[src/rtl/pdm_tx.sv]
// rtl/pdm_tx.sv - first-order sigma-delta PDM transmitter with input sample FIFO and generated bit clock
module pdm_tx #(
    parameter int DW         = 16,
    parameter int FIFO_DEPTH = 4
) (
    input  logic          clk,
    input  logic          rst,
    input  logic          enable,
    input  logic [DW-1:0] s_data,
    input  logic          s_valid,
    output logic          s_ready,
    input  logic [15:0]   bits_num,
    input  logic [7:0]    clk_div,
    output logic          pdm_clk,
    output logic          dout,
    output logic          busy,
    output logic          underrun
);

    localparam int AW = $clog2(FIFO_DEPTH);

    typedef enum logic {IDLE, RUN} state_t;

    state_t        state, state_nxt;
    logic [DW-1:0] mem [FIFO_DEPTH];
    logic [AW:0]   wr_ptr, rd_ptr;
    logic          out_en;
    logic          full, empty, push, pop;
    logic [DW-1:0] acc, cur;
    logic [7:0]    div_cntr;
    logic [15:0]   bit_cntr;
    logic          start, half_done, tick, reload;
    logic [DW:0]   sum;

    // Extra pointer bit distinguishes full from empty when the indices match.
    assign full    = (wr_ptr[AW] != rd_ptr[AW]) && (wr_ptr[AW-1:0] == rd_ptr[AW-1:0]);
    assign empty   = (wr_ptr == rd_ptr);
    assign s_ready = out_en && !full;
    assign push    = s_valid && s_ready;
    assign busy    = (state == RUN);

    assign half_done = (div_cntr >= clk_div);
    assign tick      = (state == RUN) && enable && half_done && pdm_clk;
    assign reload    = tick && (bit_cntr >= bits_num);
    assign pop       = start || (reload && !empty);
    assign sum       = {1'b0, acc} + {1'b0, cur};

    always_comb begin
        state_nxt = state;
        start     = 1'b0;
        case (state)
            IDLE: begin
                if (enable && !empty) begin
                    state_nxt = RUN;
                    start     = 1'b1;
                end
            end
            RUN: begin
                if (!enable) begin
                    state_nxt = IDLE;
                end
            end
            default: state_nxt = IDLE;
        endcase
    end

    always_ff @(posedge clk or negedge rst) begin
        if (!rst) begin
            state <= IDLE;
        end else begin
            state <= state_nxt;
        end
    end

    // out_en keeps s_ready low until the first clock edge after reset release.
    always_ff @(posedge clk or negedge rst) begin
        if (!rst) begin
            wr_ptr <= '0;
            rd_ptr <= '0;
            out_en <= 1'b0;
        end else begin
            out_en <= 1'b1;
            if (push) begin
                wr_ptr <= wr_ptr + (AW+1)'(1);
            end
            if (pop) begin
                rd_ptr <= rd_ptr + (AW+1)'(1);
            end
        end
    end

    always_ff @(posedge clk) begin
        if (push) begin
            mem[wr_ptr[AW-1:0]] <= s_data;
        end
    end

    always_ff @(posedge clk or negedge rst) begin
        if (!rst) begin
            acc      <= '0;
            cur      <= '0;
            div_cntr <= '0;
            bit_cntr <= '0;
            pdm_clk  <= 1'b0;
            dout     <= 1'b0;
            underrun <= 1'b0;
        end else if (start) begin
            cur      <= mem[rd_ptr[AW-1:0]];
            acc      <= '0;
            div_cntr <= '0;
            bit_cntr <= '0;
            pdm_clk  <= 1'b0;
            dout     <= 1'b0;
            underrun <= 1'b0;
        end else if (state == RUN && enable) begin
            underrun <= 1'b0;
            if (half_done) begin
                div_cntr <= '0;
                pdm_clk  <= !pdm_clk;
            end else begin
                div_cntr <= div_cntr + 8'd1;
            end
            // Falling bit-clock edge: emit carry, then advance the sample schedule.
            if (tick) begin
                acc  <= sum[DW-1:0];
                dout <= sum[DW];
                if (reload) begin
                    bit_cntr <= '0;
                    if (!empty) begin
                        cur <= mem[rd_ptr[AW-1:0]];
                    end else begin
                        underrun <= 1'b1;
                    end
                end else begin
                    bit_cntr <= bit_cntr + 16'd1;
                end
            end
        end else begin
            acc      <= '0;
            div_cntr <= '0;
            bit_cntr <= '0;
            pdm_clk  <= 1'b0;
            dout     <= 1'b0;
            underrun <= 1'b0;
        end
    end

endmodule

[config.mk]
export PLATFORM = sky130hd
export DESIGN_NAME = pdm_tx
export DESIGN_NICKNAME = d
export VERILOG_FILES = /design/src/rtl/pdm_tx.sv
export SDC_FILE = /design/constraint.sdc
export NUM_CORES = 1
export LEC_CHECK = 0
export CAP_MARGIN = 25
export CORE_ASPECT_RATIO = 1.75
export CORE_MARGIN = 2
export CORE_UTILIZATION = 45
export CTS_CLUSTER_DIAMETER = 150
export DETAILED_ROUTE_END_ITERATION = 6
export GPL_TIMING_DRIVEN = 0
export PLACE_DENSITY = 0.66
export SYNTH_ARGS = -nofsm -noshare
export SYNTH_HDL_FRONTEND = slang
export SYNTH_SLANG_ARGS = --single-unit
[constraint.sdc]
create_clock -name clk -period 2.7 [get_ports clk]
set_clock_uncertainty 0.15 [all_clocks]
set_input_delay 0.675 -clock clk [delete_from_list [all_inputs] [get_ports clk]]
set_output_delay 0.675 -clock clk [all_outputs]
set_load 0.05 [all_outputs]
; ---- Word level (Yosys, flattened, before mapping)
; Memories as Yosys holds them, arrays and structs flattened.
; Index checks and enable logic that the tools add are counted.
[op_classes]
addsub = 5
magnitude_cmp = 2
n_eq_ne = 6
muxes = 32
bitwise = 1
n_reduce_logical = 17
[op_table]
columns = operator, n
row1 = two-way mux 16 bit, 12
row2 = two-way mux 8 bit, 3
row3 = adder 16 x 16 -> 17 bit, 1
row4 = "adder 16 x 1 -> 16 bit, second input constant", 1
row5 = greater-or-equal comparator 16 bit, 1
row6 = two-way mux 1 bit, 16
row7 = logical AND 1 bit, 9
row8 = "adder 8 x 1 -> 8 bit, second input constant", 1
row9 = greater-or-equal comparator 8 bit, 1
row10 = "adder 3 x 1 -> 3 bit, second input constant", 2
row11 = "inequality test 3 bit, second input constant", 2
row12 = nonzero test 2 bit, 3
row13 = AND reduction 4 bit, 1
row14 = == test 3 bit, 1
row15 = zero test 1 bit, 3
row16 = == test 2 bit, 1
row17 = "inequality test 2 x 1 -> 1 bit, second input constant", 1
row18 = one-hot mux 1 bit (2 select lines), 1
row19 = logical OR 1 bit, 1
row20 = inequality test 1 bit, 1
row21 = NOT 1 bit, 1
[word_totals]
regBits = 67
ram_bits = 64
inputBits = 44
memories = 1
[memory_table]
columns = name, depth, width, rd, rd_ports_with_merged_regs, wr, line
row1 = mem, 4, 16, 1, 0, 1, 25  ; logic [DW-1:0] mem [FIFO_DEPTH];

; ---- Logic depth before layout (Yosys ltp)
[logic_depth]
ltp_word = 8
ltp_mapped = 11

; ---- Least setup slack after synthesis
; No wires, ideal clock.
[synth_timing]
kind = register to register
start = register rd_ptr[0]
end = memory mem[3][0] (enable)
setup_time_ps = 375
t_arrival_ps = 2804
required_time_ps = 2175
setup_slack_ps = -630
path_stages_with_launch = 6
synth_period_minus_slack_ps = 3330
cell_sequence = dfrtp_1 buf_2 xor2_1 nor2_1 a21boi_0 and3_1
[synth_between]
elab_chain_len = 7
[synth_lines]
columns = item, line
row1 = from (decl), 26  ; logic [AW:0] wr_ptr, rd_ptr;
row2 = from (signal assigned), 87  ; rd_ptr <= rd_ptr + (AW+1)'(1);
row3 = == test 2 bit, 36  ; assign full = (wr_ptr[AW] != rd_ptr[AW]) && (wr_ptr[AW-1:0] == rd_ptr[AW-1:0]);
row4 = logical AND 1 bit, 36
row5 = zero test 1 bit, 38  ; assign s_ready = out_en && !full;
row6 = logical AND 1 bit, 38
row7 = named net s_ready, 11  ; output logic s_ready,
row8 = logical AND 1 bit, 39  ; assign push = s_valid && s_ready;
row9 = two-way mux 1 bit, 93  ; if (push) begin
row10 = two-way mux 1 bit (not written as such), 94  ; mem[wr_ptr[AW-1:0]] <= s_data;
row11 = to (decl), 25
; The timed path passes the listed nets, and every way through them passes these cells.

; ---- Worst setup path in the final report
[layout_timing]
start = input port bits_num[7]
end = register cur[5]
[layout_between]
elab_chain_len = 4
[layout_lines]
columns = item, line
row1 = from (decl), 12  ; input logic [15:0] bits_num,
row2 = greater-or-equal comparator 16 bit, 44  ; assign reload = tick && (bit_cntr >= bits_num);
row3 = logical AND 1 bit, 44
row4 = nonzero test 2 bit (no source line), --
row5 = AND reduction 4 bit (no source line), --
row6 = to (signal assigned), 108  ; cur <= mem[rd_ptr[AW-1:0]];
row7 = to (signal assigned), 130  ; cur <= mem[rd_ptr[AW-1:0]];
row8 = to (decl), 29  ; logic [DW-1:0] acc, cur;
; No other way between the ends.
; A chain may end at the register's enable or synchronous reset.

==> out/metrics.yaml <==
run_status:
  outcome: "finished, final reports clean"
pwr:
  powerDensity_nw_per_um2: 812.5
  power.internal_mw: 4.912
  combPwrFrac_pct: 27.1
  total_leakage_power_nw: 3.520
  switching_share_pct: 29.17
  p_seq_share_pct: 37.6
  finalPower_mw: 6.935
  switchingPower_mw: 2.023
  ir_drop_mv: 0.4939
  p_clk_share_pct: 35.4
timing:
  hold_slack_ns: 0.2064
  rsz0062_at_grt: "yes"
  post-route-period-util_pct: 99.71
  fin_ws_ns: 0.007915
  finalSetupViolations: 0
  period_needed_ns: 2.692
  fmax_mhz: 371.5
  worst_pin_slew_ns: 0.8800
  hold_viol_final: 0
  slew_headroom_pct: 41.33
  slew_violations: 0
placement:
  place_congestion: 0.8881
  place_ws_ns: -1.050
  dp_hpwl_mm: 10.08
  numPortBuffers: 48
flow_run:
  max-cap-violations: 0
drt:
  drt_first_iter_violations: 232
  routedWlPerCell_um: 17.31
  wirelength_mm: 14.60
  remaining_drc_errors: 0
  via_per_inst: 5.681
  dr.pass1.iters: 5
  vias: 4789
  ant_nets: 0
synthesis:
  yosysUniqueCellTypes: 50
  synthFlopType: "dfrtp_1"
  yosys_warnings: 0
  synthesis.nets: 658
  ys_seq_area_share_pct: 53.90
  synth.avg_cell_area_um2: 11.80
  synth_cells: 566
  synth_edf_count: 64
  ys_async_sr_fraction_pct: 51.15
  synth_area_um2: 6676
  ys_seq_elements: 131
die:
  die_w_um: 96.08
  core_area_um2: 14440
  fp-row-count: 58
  num_io_pins: 49
  initial_core_util_pct: 46.23
  dieArea_um2: 15860
  fp.dieH_um: 165.1
final_layout:
  mostFrequentLayoutCell: "edfxtp_1"
  nets: 742
  num_antenna_cells: 0
  multiInputGateArea_um2: 3184
  nFillCells: 1149
  areaGrowthSynthToFinish_pct: 27.85
  drive_gt1_share_pct: 24.43
  final_cell_mix: "64 x edfxtp_1, 60 x dfrtp_1, 45 x nand2_1"
  regArea_um2: 3607
grt:
  grt_pass1_vias: 5119
  grtUsageTotal_pct: 19.91
  antenna_found_initial: 0
  grt_pass1_wl_mm: 24.29
  overflow: 0
  grt_max_degree: 68
critical_path:
  cpMaxStageDelayCell: "a221o_1"
  cp.required_ns: 2.84
  critical_path_class: "in -> reg"
  path_buf_inv: 4
  cp_num_cells: 12
  cp-end-kind: "flop"
  worst-r2r-cell-count: 10
  crit_fanout: 7
  critPathLaunchType: "input pin"
  path_cells: "clkdlybuf4s15_2 -> inv_2 -> ha_4 -> a21oi_2 -> o21ai_2 -> a221o_1 -> a31oi_4 -> a21oi_4 -> o21bai_2 -> buf_6 -> buf_4 -> mux2_1"
  slowest_delay_ns: 0.41
  cp_top_family: "compound AO/OA/AOI/OAI gates"
  critPathArrivalTime_ns: 2.83
cts:
  cts_tree: "done"
  clock_latency_ns: 0.42
  cts_root_buf: "clkbuf_16"
  cts_buffer_depth: 2
  postCtsHoldBufs: 0
  cts_buffers: 17
  htree_num_levels: 4
  path_clk_slew_ns: 0.06
  clock-sinks: 131
hold_path:
  hp-class: "in -> async"
sequential cells by signal (all words and copies together) (netlist names), 3 cells and up:
| name | cells |
|---|---|
| bit_cntr | 16 |
| div_cntr | 8 |
| cur | 16 |
| mem | 64 |
| wr_ptr | 3 |
| acc | 16 |
| rd_ptr | 3 |
area by class of cell:
cell class	count	share of cell area (%)
sequential	131	42.26
clock buffer	18	5.028
inverter	38	1.759
clock inverter	14	2.345
timing repair buffer	66	7.241
buffer	21	1.422
tap	180	2.639
multi-input combinational	375	37.31
logic make-up (layout without fill, tap and decap cells):
kind of cell	count (synthesis)	after routing	share of synthesized area [%]
muxes	35	35	8.602
and+or+nand+nor	153	153	10.79
DFF	131	131	53.90
buffers and inverters	60	157	3.711
AOI/OAI and AO/OA	115	115	10.81
other	1	1	0.05617
xor gates and xnor gates	23	23	3.017
adders and majority gates	48	48	9.108
layer usage:
layer / routed length [um] / GRT usage (%) / vias to the layer above
met3: 549 / 3.675 / 36
met5: 0 / 0 / -
met1: 5485 / 20.73 / 2367
li1: - / - / 2248
met2: 8134 / 37.66 / 138
met4: 427 / 8.636 / 0
cell usage after synthesis (3+ instances only):
| master | number | area [um^2] |
|---|---|---|
| nand3_1 | 27 | 135.1 |
| nand4_1 | 6 | 37.54 |
| mux4_2 | 16 | 360.4 |
| o211ai_1 | 3 | 22.52 |
| buf_2 | 6 | 30.03 |
| nor2_1 | 35 | 131.4 |
| o21ai_0 | 13 | 65.06 |
| xnor2_1 | 10 | 87.58 |
| edfxtp_1 | 64 | 1922 |
| clkbuf_1 | 14 | 52.55 |
| a21oi_1 | 39 | 195.2 |
| nor3_1 | 5 | 25.02 |
| nand2_1 | 48 | 180.2 |
| nand2b_1 | 3 | 18.77 |
| dfrtp_1 | 67 | 1677 |
| a31o_2 | 5 | 43.79 |
| o21ai_1 | 17 | 85.08 |
| xor2_1 | 13 | 113.9 |
| a211oi_1 | 6 | 45.04 |
| a32oi_1 | 4 | 35.03 |
| inv_1 | 38 | 142.6 |
| a21o_1 | 10 | 75.07 |
| nor4_1 | 7 | 43.79 |
| a31oi_1 | 4 | 25.02 |
| and3_1 | 12 | 75.07 |
| ha_1 | 47 | 588.1 |
| o21bai_1 | 3 | 22.52 |
| mux2_1 | 17 | 191.4 |
power by group through the flow:
stage               Sequential [mW]  Clock (mW)  Combinational (mW)
global route                   2.64        2.58                2.06
floorplan                      2.59           0                1.30
finish                         2.61        2.45                1.88
detailed placement             2.64           0                1.75
global placement               2.61           0                1.69
CTS                            2.61        2.48                1.93
stage by stage:
step           instance area [um^2]  setup TNS (ns)  util, %  std cells
3_5_place_dp                   7456          -49.68    51.63        794
3_3_place_gp                   7458         -144.42    51.65        794
2_1_floorplan                  6753          -1.714        -        566
5_1_grt                        8536          -1.103    59.11        843
6_report                       8536               0    59.11        843
4_1_cts                        8527         -0.2044    59.05        845
what timing repair did:
action / CTS / global route
setup endpoints to repair: 55 / 44
setup buffers: 18 / 0
gates resized for setup: 98 / 25
gates cloned: 1 / 0
pin swaps: 38 / 10
endpoints found under the hold margin: 0 / 0
worst paths after layout:
path                         startpoint      endpoint  slack (ns)
max                         bits_num[7]        cur[5]       0.008
min                                 rst     wr_ptr[0]        0.21
max reg2reg                bit_cntr[13]        cur[5]        0.02
min reg2reg                   rd_ptr[2]     rd_ptr[2]        0.35
max in group asynchronous           rst  bit_cntr[14]        1.57
min in group clk              rd_ptr[2]     rd_ptr[2]        0.35
Power figures use the tool's default switching activity.
